===== config.mk =====
export PLATFORM = sky130hd
export DESIGN_NAME = zstr_ser
export DESIGN_NICKNAME = d
export VERILOG_FILES = /design/src/rtl/zstr_ser_pkg.sv /design/src/rtl/zstr_ser.sv
export SDC_FILE = /design/constraint.sdc
export NUM_CORES = 1
export LEC_CHECK = 0
export BUFFER_PORTS_ARGS = -buffer_cell sky130_fd_sc_hd__buf_4
export CAP_MARGIN = 20
export CORE_UTILIZATION = 51
export CTS_BUF_LIST = sky130_fd_sc_hd__clkbuf_4 sky130_fd_sc_hd__clkbuf_8
export CTS_CLUSTER_SIZE = 12
export DETAILED_ROUTE_END_ITERATION = 12
export GPL_TIMING_DRIVEN = 1
export PLACE_DENSITY = 0.83
export SLEW_MARGIN = 15
export SYNTH_ARGS = -nofsm -noshare
export SYNTH_HDL_FRONTEND = slang
export SYNTH_SLANG_ARGS = --single-unit

===== constraint.sdc =====
create_clock -name z_clk -period 3.6 [get_ports z_clk]
set_input_delay 0.36 -clock z_clk [delete_from_list [all_inputs] [get_ports z_clk]]
set_output_delay 0.36 -clock z_clk [all_outputs]
set_load 0.005 [all_outputs]

===== src/rtl/zstr_ser_pkg.sv =====
// ============================================================================
// zstr_ser_pkg : shared helpers for the zstr width-down serializer
// Revision     : 1.0
// ============================================================================
`default_nettype none

package zstr_ser_pkg;

  function automatic int zs_clog2(input int v);
    int r;
    r = 0;
    while ((1 << r) < v) r++;
    return r;
  endfunction

endpackage

`default_nettype wire


===== src/rtl/zstr_ser.sv =====
// ============================================================================
// zstr_ser : zstr width-down converter, one BW-bit word -> BW/SW SW-bit beats
// Revision : 1.0
// ============================================================================
`default_nettype none

module zstr_ser
  import zstr_ser_pkg::*;
#(
  parameter int BW = 32,
  parameter int SW = 8,
  parameter int LE = 1
) (
  input  logic          z_clk,
  input  logic          z_rst,
  input  logic          zi_vld,
  input  logic [BW-1:0] zi_bus,
  output logic          zi_ack,
  output logic          zo_vld,
  output logic [SW-1:0] zo_bus,
  output logic          zo_lst,
  input  logic          zo_ack
);

  localparam int N  = BW / SW;
  localparam int CW = (N > 1) ? zs_clog2(N) : 1;

  if ((BW % SW) != 0 || (BW / SW) < 2) begin : g_cfg_err
    $error("zstr_ser: BW must be a multiple of SW with BW/SW >= 2");
  end

  logic [BW-1:0] r_sh;
  logic [CW-1:0] r_cnt;
  logic          r_busy;
  logic [BW-1:0] w_sh_nxt;
  logic          w_in_xfer;
  logic          w_out_xfer;
  logic          w_lst;

  if (LE != 0) begin : g_le
    assign zo_bus   = r_sh[SW-1:0];
    assign w_sh_nxt = r_sh >> SW;
  end else begin : g_be
    assign zo_bus   = r_sh[BW-1:BW-SW];
    assign w_sh_nxt = r_sh << SW;
  end

  assign w_lst      = r_busy & (r_cnt == CW'(N - 1));
  assign w_out_xfer = r_busy & zo_ack;
  // Accepting on the last beat's handshake keeps the output stream gap-free.
  assign zi_ack     = ~r_busy | (w_lst & zo_ack);
  assign w_in_xfer  = zi_vld & zi_ack;

  assign zo_vld = r_busy;
  assign zo_lst = w_lst;

  always_ff @(posedge z_clk or posedge z_rst) begin
    if (z_rst) begin
      r_busy <= 1'b0;
      r_cnt  <= '0;
    end else if (w_in_xfer) begin
      r_busy <= 1'b1;
      r_cnt  <= '0;
    end else if (w_out_xfer) begin
      if (w_lst) begin
        r_busy <= 1'b0;
        r_cnt  <= '0;
      end else begin
        r_cnt  <= r_cnt + CW'(1);
      end
    end
  end

  // Data path carries no reset; validity is tracked by r_busy alone.
  always_ff @(posedge z_clk) begin
    if (w_in_xfer) begin
      r_sh <= zi_bus;
    end else if (w_out_xfer && !w_lst) begin
      r_sh <= w_sh_nxt;
    end
  end

endmodule

`default_nettype wire


==> flow_summary.json, run 1 <==
{
  "die_w_um": 59.3,
  "drive_gt1_share_pct": 55.9,
  "synthDistinctLibCells": 21,
  "met2_usage_pct": 27.9,
  "hold_class": "in -> reg",
  "hold_buffers": 1,
  "setup_viol": 0,
  "hpwlAfterDp_um": 1780,
  "io_pins": 47,
  "clkSinkCount": 35,
  "drt-pass1-iter-count": 4,
  "met1_usage_pct": 16.9,
  "syn_avg_cell_area_um2": 16.9,
  "p_leak_nw": 0.926,
  "core-area_um2": 3080,
  "cp_max_fo": 24,
  "worst_setup_path_start_kind": "flip-flop",
  "cp-startpoint": "r_cnt[0]",
  "io_buffers": 46,
  "place_inst": 178,
  "ys_ff_latch": 35,
  "area_growth_syn_to_layout_pct": 21.8,
  "fin_crit_sh_pct": 51.6,
  "clock_path_buffers": 2,
  "synth_nets": 136,
  "cts_buffers": 5,
  "vias": 917,
  "fin_cells": 187,
  "hp-start": "zi_bus[3]",
  "rows": 20,
  "grt-busiest-layer": "met2",
  "gr-usage-met3_pct": 6.99,
  "path_class": "reg -> reg",
  "postSynthCellCount": 99,
  "path_clk_slew_ps": 100,
  "die_h_um": 59.3,
  "root_buffer": "clkbuf_4",
  "synthFlopType": "edfxtp_1",
  "period_needed_ps": 1860,
  "n_antenna_cell": 0,
  "wl_um": 2490,
  "antenna_left": 0,
  "htreeDepth": 2,
  "post_cts_buffers": 0,
  "grt_max_degree": 33,
  "fin_tns_setup_ps": 0,
  "gr-total-overflow": 0,
  "rsz0062_at_grt": "false",
  "cp.required_ps": 3680,
  "clock.fmax_mhz": 538,
  "cellPowerDensity_nw_per_um2": 589,
  "die-area_um2": 3520,
  "r2r_start": "r_cnt[0]",
  "finalHoldViolations": 0,
  "arrival_ps": 1940,
  "critical_path.endpoint_type": "flip-flop",
  "reg2reg_to": "r_sh[23]",
  "synth_area_um2": 1680,
  "status": "finished, final reports clean",
  "drv_cap": 0,
  "async_flop_share_pct": 8.57,
  "initial_core_util_pct": 54.4,
  "ys_warn_count": 0,
  "wl_per_cell_um": 13.3,
  "worst_hold_path.endpoint": "r_sh[3]",
  "drt_iter0_markers": 25,
  "reg2regPathDepth": 4,
  "vdd_drop_max_mv": 0.353,
  "drc": 0,
  "grt_pass1_wl_um": 4000,
  "gp_congestion": 0.623,
  "vias_per_cell": 4.90,
  "grt_usage_pct": 16.5,
  "first_global_vias": 944,
  "clock_latency_ps": 320,
  "synth_edf_count": 32,
  "slew-limit-headroom_pct": 74.1,
  "tritoncts": "done",
  "n_fill_cell": 222,
  "reg2reg_setup_slack_ps": 1740,
  "finalMaxSlewViolations": 0,
  "post_cts_resized": 0,
  "fin_nets": 179,
  "tightest_slew_ps": 389,
  "antenna_found_initial": 0,
  "fin_skew_ps": 3.49,
  "hold_depth": 2,
  "yosysSeqAreaShare_pct": 61.8
}
==> registers in the layout (all words and copies together) (netlist names) <==
| register | cells |
|---|---|
| zo_vld | 1 |
| r_sh | 32 |
| r_cnt | 2 |
==> Yosys cell counts, types with 2 or more instances <==
cell / count / area share, %
clkbuf_1: 2 / 0.45
buf_12: 2 / 2.4
nand2b_1: 2 / 0.75
nand2_1: 2 / 0.45
dfrtp_1: 3 / 4.5
mux2_4: 20 / 18
and3_1: 8 / 3.0
nor2b_1: 2 / 0.75
buf_4: 8 / 3.6
nor2_1: 2 / 0.45
edfxtp_1: 32 / 57
o21ai_0: 3 / 0.90
inv_1: 2 / 0.45
mux2_2: 4 / 2.7
==> metal layers <==
| layer | wire (µm) | vias up | part of all wire, % |
|---|---|---|---|
| li1 | - | 443 | - |
| met1 | 968 | 418 | 39 |
| met2 | 1260 | 47 | 50 |
| met3 | 201 | 9 | 8.1 |
| met4 | 63 | 0 | 2.5 |
| met5 | 0 | - | 0 |
==> area by class of cell <==
class,count,area [µm²],share of cell area [%]
flip-flops and latches,35,1040,50.8
clock buffers,6,45.0,2.21
clock inverters,2,7.51,0.368
well taps,44,55.1,2.70
multi-input cells,50,527,25.8
repair buffers,48,363,17.8
inverters,2,7.51,0.368
==> logic make-up after synthesis <==
kind of cell,synth area share [%]
buf+inv,6.87
flops,61.8
simple gates,7.77
compound gates,2.17
mux,20.6
fa+ha+maj,0.747
==> critical path: stages, from the launching register on <==
cell,delay (ps)
dfrtp_1,420
ha_1,280
a21bo_4,300
nand2_8,230
mux2_2,380
==> worst max path at each step <==
| stage | end | slack [ps] | cells past startpoint |
|---|---|---|---|
| 3_5_place_dp | r_sh[23] | 1740 | 4 |
| 6_report | r_sh[23] | 1740 | 4 |
| 4_1_cts | r_sh[23] | 1730 | 4 |
| 3_3_place_gp | r_sh[22] | 1850 | 4 |
| 5_1_grt | r_sh[23] | 1690 | 4 |
| 2_1_floorplan | r_sh[0] | 1070 | 4 |
==> cell usage in the layout (no fill, tap or decap), types with 3 or more instances in the layout <==
master	instances
and3_1	8
buf_4	47
clkbuf_4	6
dfrtp_1	3
edfxtp_1	32
mux2_2	4
mux2_4	20
o21ai_0	3
==> power by group <==
part           internal, W  switching, W
Combinational     0.000223      0.000143
Clock            0.0000798      0.000117
Sequential        0.000600     0.0000382
Total             0.000903      0.000298
==> stage by stage <==
step	setup WS, ps	total power (W)	cell area [µm²]	hold WS, ps	util (%)
after floorplan	1070	0.000933	1680	114	-
after global placement	1850	0.000984	1980	234	64.3
after detailed placement	1740	0.00102	1980	241	64.3
after CTS	1730	0.00122	2040	314	66.3
after global routing	1690	0.00127	2040	300	66.3
final	1740	0.00120	2040	331	66.3
(Power assumes the default switching activity.)
==> run 2, diff against run 1 <==
--- a/config.mk
+++ b/config.mk
@@ -5,9 +5,10 @@
 export SDC_FILE = /design/constraint.sdc
 export NUM_CORES = 1
 export LEC_CHECK = 0
+export ABC_AREA = 1
 export BUFFER_PORTS_ARGS = -buffer_cell sky130_fd_sc_hd__buf_4
 export CAP_MARGIN = 20
-export CORE_UTILIZATION = 51
+export CORE_UTILIZATION = 48
 export CTS_BUF_LIST = sky130_fd_sc_hd__clkbuf_4 sky130_fd_sc_hd__clkbuf_8
 export CTS_CLUSTER_SIZE = 12
 export DETAILED_ROUTE_END_ITERATION = 12
==> constraint.sdc (replaced) <==
create_clock -name z_clk -period 1.5 [get_ports z_clk]
set_input_delay 0.15 -clock z_clk [delete_from_list [all_inputs] [get_ports z_clk]]
set_output_delay 0.15 -clock z_clk [all_outputs]
set_load 0.005 [all_outputs]
==> flow_summary.json, run 2 <==
{
  "cts_buffers": 5,
  "fin_nets": 248,
  "finalHoldViolations": 0,
  "hpwlAfterDp_um": 2050,
  "finalWorstSetupSlack_ps": -10.3,
  "vias_per_cell": 4.85,
  "drt-pass1-iter-count": 5,
  "ys_ff_latch": 35,
  "die-area_um2": 3680,
  "die_h_um": 60.6,
  "drv_cap": 0,
  "pre_cts_slack_ps": 46.7,
  "clock_latency_ps": 340,
  "n_antenna_cell": 0,
  "setup_viol": 1,
  "synth_area_um2": 1650,
  "clock_path_buffers": 2,
  "drive_gt1_share_pct": 37.7,
  "yosysSeqAreaShare_pct": 62.8,
  "synthFlopType": "edfxtp_1",
  "synth_area_leaders": "edfxtp_1 (58%), nand2_1 (13%), nand3_1 (8.5%)",
  "vias": 1242,
  "fin_crit_sh_pct": 101,
  "gr-total-overflow": 0,
  "critical_path.endpoint_type": "output pin",
  "finalMaxSlewViolations": 0,
  "p_switching_w": 0.00128,
  "arrival_ps": 1360,
  "gp_congestion": 0.850,
  "synth_most_common_cell": "nand2_1",
  "first_global_vias": 1211,
  "hold-worst-slack_ps": 103,
  "hold_class": "in -> reg",
  "fin_skew_ps": 6.13,
  "syn_avg_cell_area_um2": 10.4,
  "p_leak_nw": 1.05,
  "slew-limit-headroom_pct": 79.7,
  "tightest_slew_ps": 304,
  "die_w_um": 60.6,
  "core-area_um2": 3150,
  "synthDistinctLibCells": 15,
  "status": "finished, violations left",
  "grt_pass1_wl_um": 5120,
  "p_int_w": 0.00279,
  "area_growth_syn_to_layout_pct": 33.9,
  "regMostFlops": "r_sh",
  "seq_power_share_pct": 46.5,
  "wl_per_cell_um": 12.3,
  "clkSinkCount": 35,
  "antenna_found_initial": 0,
  "async_flop_share_pct": 8.57,
  "initial_core_util_pct": 52.3,
  "yosys.area.top_type": "edfxtp_1",
  "antenna_left": 0,
  "vdd_drop_max_mv": 0.888,
  "final_cell_mix": "nand2_1 (55), buf_4 (54), edfxtp_1 (32), nand3_1 (27), inv_1 (11)",
  "synth_edf_count": 32,
  "rows": 20,
  "dpl-instance-area_um2": 2030,
  "slowest_delay_ps": 430,
  "power_frac_clock_pct": 11.7,
  "final_common_cell": "nand2_1",
  "pwr-share-comb_pct": 41.8,
  "drt_iter0_markers": 38,
  "rsz0062_at_grt": "true",
  "largest_reg_flops": 32,
  "cp_max_fo": 4,
  "cellPowerDensity_nw_per_um2": 1840,
  "drc": 0,
  "n_fill_cell": 249,
  "wl_um": 3140,
  "clock.fmax_mhz": 662,
  "htreeDepth": 2,
  "failed_checks": "setup timing",
  "grt_max_degree": 28,
  "worst_setup_path_start_kind": "flip-flop",
  "io_buffers": 46,
  "io_pins": 47,
  "synth_nets": 196,
  "tritoncts": "done",
  "ys_warn_count": 0,
  "period_needed_ps": 1510,
  "crit_path_top_delay_cell": "dfrtp_1",
  "path_clk_slew_ps": 100,
  "synth_commonest_cells": "nand2_1 (56), edfxtp_1 (32), nand3_1 (28), inv_1 (11), buf_4 (10)",
  "root_buffer": "clkbuf_4",
  "path_class": "reg -> out",
  "grt_usage_pct": 20.4,
  "swShare_pct": 31.5,
  "crit_chain": "ha_4 > nand2_4 > nand2_8 > buf_12 > buf_6",
  "postLayoutCellArea_um2": 2210,
  "yosys.area.top_type_share_pct": 58.2,
  "cp.required_ps": 1350,
  "postSynthCellCount": 159
}
run 2: cell count changes after synthesis, moves of 3 or more:
cell     change
nor2_2       +6
nand2_1     +54
nand3_1     +28
mux2_4      -20
mux2_2       -4
and3_1       -8
inv_1        +9
buf_6        +3
buf_2        +3
run 2: through the flow:
stage,power [W],std cells,utilization (%),TNS [ps]
after floorplan,0.00287,159,-,-3390
after global placement,0.00321,240,64.4,0
after detailed placement,0.00329,240,64.4,0
after CTS,0.00401,252,68.8,-15.6
after global routing,0.00438,256,70.1,-392
final,0.00407,256,70.1,-10.3
run 2: path summary, 6_finish.rpt:
path	start	to	slack [ps]	depth (start not counted)
worst max-delay path	r_cnt[1]	zi_ack	-10	5
worst min-delay path	zi_bus[27]	r_sh[27]	100	3
worst max register to register	r_cnt[1]	r_sh[14]	10	7
worst min register to register	r_sh[14]	r_sh[6]	520	2
max in group asynchronous	z_rst	zo_vld	1160	3
min in group asynchronous	z_rst	r_cnt[0]	220	3
run 2: power groups by stage:
| stage | Clock, W | Combinational (W) | Sequential, W |
|---|---|---|---|
| floorplan | 0 | 0.000987 | 0.00189 |
| global placement | 0 | 0.00132 | 0.00189 |
| detailed placement | 0 | 0.00138 | 0.00191 |
| CTS | 0.000490 | 0.00162 | 0.00189 |
| global route | 0.000544 | 0.00190 | 0.00194 |
| finish | 0.000478 | 0.00170 | 0.00189 |
run 2: cell type report:
cell class | instances | area [µm²] | area share [%]
Clock inverter | 3 | 15.0 | 0.680
Multi-Input combinational cell | 97 | 494 | 22.4
Inverter | 11 | 41.3 | 1.87
Tap cell | 44 | 55.1 | 2.49
Timing Repair Buffer | 61 | 531 | 24.0
Sequential cell | 35 | 1040 | 46.9
Clock buffer | 5 | 37.5 | 1.70
run 2: cell families after synthesis:
family,after synthesis,share of synthesized area [%]
AO/OA/AOI/OAI,2,0.606
adder cells (fa/ha/maj),1,0.758
buffers and inverters,27,10.0
flip-flops,35,62.8
AND/OR/NAND/NOR,94,25.9
run 2: layer usage:
metal,global-route usage (%),part of all wire (%)
met5,0,0
met4,9.74,2.8
met3,7.68,6.1
met1,20.3,39
met2,37.4,52
run 2: repair_timing:
item,CTS,global route
endpoints found under the hold margin,3,0
buffers inserted,2,4
pin swaps,2,2
gates resized for setup,6,2
gates cloned,1,0
hold buffers,1,0
setup endpoints to repair,1,55
run 2: worst max-delay path: cells and delay by family, from the launching register on:
family                     cells  cell delay, ps
DFF                            1             430
buffers and inverters          2             230
adders and majority gates      1             200
and+or+nand+nor                2             150
==> run 3, diff against run 2 <==
--- a/config.mk
+++ b/config.mk
@@ -14,6 +14,7 @@
 export DETAILED_ROUTE_END_ITERATION = 12
 export GPL_TIMING_DRIVEN = 1
 export PLACE_DENSITY = 0.83
+export SETUP_SLACK_MARGIN = 0.15
 export SLEW_MARGIN = 15
 export SYNTH_ARGS = -nofsm -noshare
 export SYNTH_HDL_FRONTEND = slang
==> flow_summary.json, run 3 (synthesized netlist as in run 2, its figures left out) <==
{
  "vias_per_cell": 4.94,
  "failed_checks": "setup timing",
  "vias": 1293,
  "dpl-instance-area_um2": 2030,
  "fin_skew_ps": 7.22,
  "pwr-share-comb_pct": 46.2,
  "hold_class": "in -> reg",
  "critical_path.endpoint_type": "flip-flop",
  "place_inst": 240,
  "antenna_found_initial": 0,
  "wl_per_cell_um": 14.0,
  "reg2reg_to": "r_sh[15]",
  "crit_path_top_delay_cell": "dfrtp_1",
  "p_switching_w": 0.00143,
  "status": "finished, violations left",
  "cp.required_ps": 1570,
  "hpwlAfterDp_um": 2050,
  "die_h_um": 60.6,
  "seq_power_share_pct": 42.9,
  "htreeDepth": 2,
  "clock_path_buffers": 2,
  "io_buffers": 46,
  "hold-worst-slack_ps": 104,
  "r2r_start": "r_cnt[0]",
  "vdd_drop_max_mv": 0.950,
  "n_antenna_cell": 0,
  "reg2regPathDepth": 5,
  "drive_gt1_share_pct": 40.8,
  "slew-limit-headroom_pct": 79.2,
  "clock_latency_ps": 340,
  "worst_setup_path_start_kind": "flip-flop",
  "initial_core_util_pct": 52.3,
  "wl_um": 3670,
  "worst_hold_path.endpoint": "r_sh[30]",
  "die-area_um2": 3680,
  "crit_buf_inv": 3,
  "cts_buffers": 5,
  "finalHoldViolations": 0,
  "path_clk_slew_ps": 110,
  "drv_cap": 0,
  "tritoncts": "done",
  "critPathTopFamily": "buffers and inverters",
  "area_growth_syn_to_layout_pct": 43.5,
  "final_util_pct": 75.1,
  "reg2reg_setup_slack_ps": -10,
  "drt-pass1-iter-count": 4,
  "n_fill_cell": 224,
  "drt_iter0_markers": 51,
  "p_leak_nw": 1.12,
  "antenna_left": 0,
  "clock.fmax_mhz": 661,
  "final_cell_mix": "nand2_1 (55), buf_4 (54), edfxtp_1 (32), nand3_1 (26), inv_1 (11)",
  "regMostFlops": "r_sh",
  "finalWorstSetupSlack_ps": -11.8,
  "fin_nets": 254,
  "hold_depth": 3,
  "crit_chain": "ha_4 > buf_4 > o21ai_4 > buf_6 > clkbuf_16",
  "cellPowerDensity_nw_per_um2": 1870,
  "period_needed_ps": 1510,
  "final_common_cell": "nand2_1",
  "finalMaxSlewViolations": 0,
  "gp_congestion": 0.850,
  "fin_cells": 262,
  "fin_crit_sh_pct": 101,
  "slowest_delay_ps": 420,
  "io_pins": 47,
  "largest_reg_flops": 32,
  "grt_usage_pct": 22.3,
  "rows": 20,
  "first_global_vias": 1260,
  "grt_max_degree": 28,
  "clkSinkCount": 35,
  "path_class": "reg -> reg",
  "root_buffer": "clkbuf_4",
  "gr-total-overflow": 0,
  "cp_max_fo": 5,
  "power_frac_clock_pct": 10.9,
  "postLayoutCellArea_um2": 2370,
  "drc": 0,
  "grt_pass1_wl_um": 5490,
  "swShare_pct": 32.2,
  "die_w_um": 60.6,
  "hp-start": "zi_bus[30]",
  "setup_viol": 6,
  "rsz0062_at_grt": "true",
  "core-area_um2": 3150,
  "p_int_w": 0.00301,
  "arrival_ps": 1580,
  "tightest_slew_ps": 312
}
## run 3: changes by cell type in the layout (fill, tap and decap cells not counted), sizes merged
cell	previous run	this run
buf	59	64
clkbuf	5	7
bufbuf	1	0
## run 3: cell type report
| type | count | area [µm²] | area share, % |
|---|---|---|---|
| clock inverters | 3 | 15.0 | 0.634 |
| clock buffers | 5 | 37.5 | 1.58 |
| flip-flops and latches | 35 | 1040 | 43.7 |
| repair buffers | 67 | 654 | 27.6 |
| well taps | 44 | 55.1 | 2.32 |
| inverters | 11 | 41.3 | 1.74 |
| multi-input cells | 97 | 529 | 22.3 |
## run 3: stage by stage
stage | TNS, ps | total power [W] | setup WS [ps]
finish | -57.9 | 0.00443 | -11.8
global route | -1510 | 0.00474 | -68.5
CTS | 0 | 0.00423 | 5.77
detailed placement | 0 | 0.00329 | 46.7
global placement | 0 | 0.00321 | 78.9
floorplan | -3390 | 0.00287 | -106
## run 3: worst max path at each step
stage	slack, ps	end	start	depth (start not counted)
6_report	-10	r_sh[15]	r_cnt[0]	5
5_1_grt	-70	zi_ack	r_cnt[0]	5
4_1_cts	6	zi_ack	r_cnt[0]	5
3_5_place_dp	50	r_sh[31]	r_cnt[0]	6
3_3_place_gp	80	r_sh[25]	r_cnt[0]	3
2_1_floorplan	-110	r_sh[0]	r_cnt[0]	6
## run 3: tightest hold or removal path, delay by kind of cell
family,cells,cell delay (ps)
and+or+nand+nor,1,80
buffers and inverters,2,110
## run 3: per-layer routing
| metal | vias to the layer above | global-route usage [%] | wire (µm) | share of wire, % |
|---|---|---|---|---|
| met2 | 54 | 39.9 | 1960 | 53 |
| met5 | - | 0 | 0 | 0 |
| met4 | 0 | 10.4 | 93 | 2.5 |
| met3 | 9 | 7.89 | 212 | 5.8 |
| met1 | 599 | 23.4 | 1410 | 38 |
| li1 | 631 | - | - | - |
## run 3: power groups by stage
| stage | Combinational, W | Clock, W | Sequential, W |
|---|---|---|---|
| after global routing | 0.00225 | 0.000545 | 0.00194 |
| final | 0.00205 | 0.000483 | 0.00190 |
| after global placement | 0.00132 | 0 | 0.00189 |
| after floorplan | 0.000987 | 0 | 0.00189 |
| after detailed placement | 0.00138 | 0 | 0.00191 |
| after CTS | 0.00185 | 0.000490 | 0.00189 |
## run 3: what timing repair did
| item | CTS | global route |
|---|---|---|
| hold buffers | 1 | 0 |
| gates cloned | 2 | 3 |
| pin swaps | 3 | 2 |
| resized for setup | 11 | 10 |
| hold endpoints to repair | 3 | 0 |
| setup buffers | 7 | 1 |
| endpoints found under the setup margin | 61 | 68 |
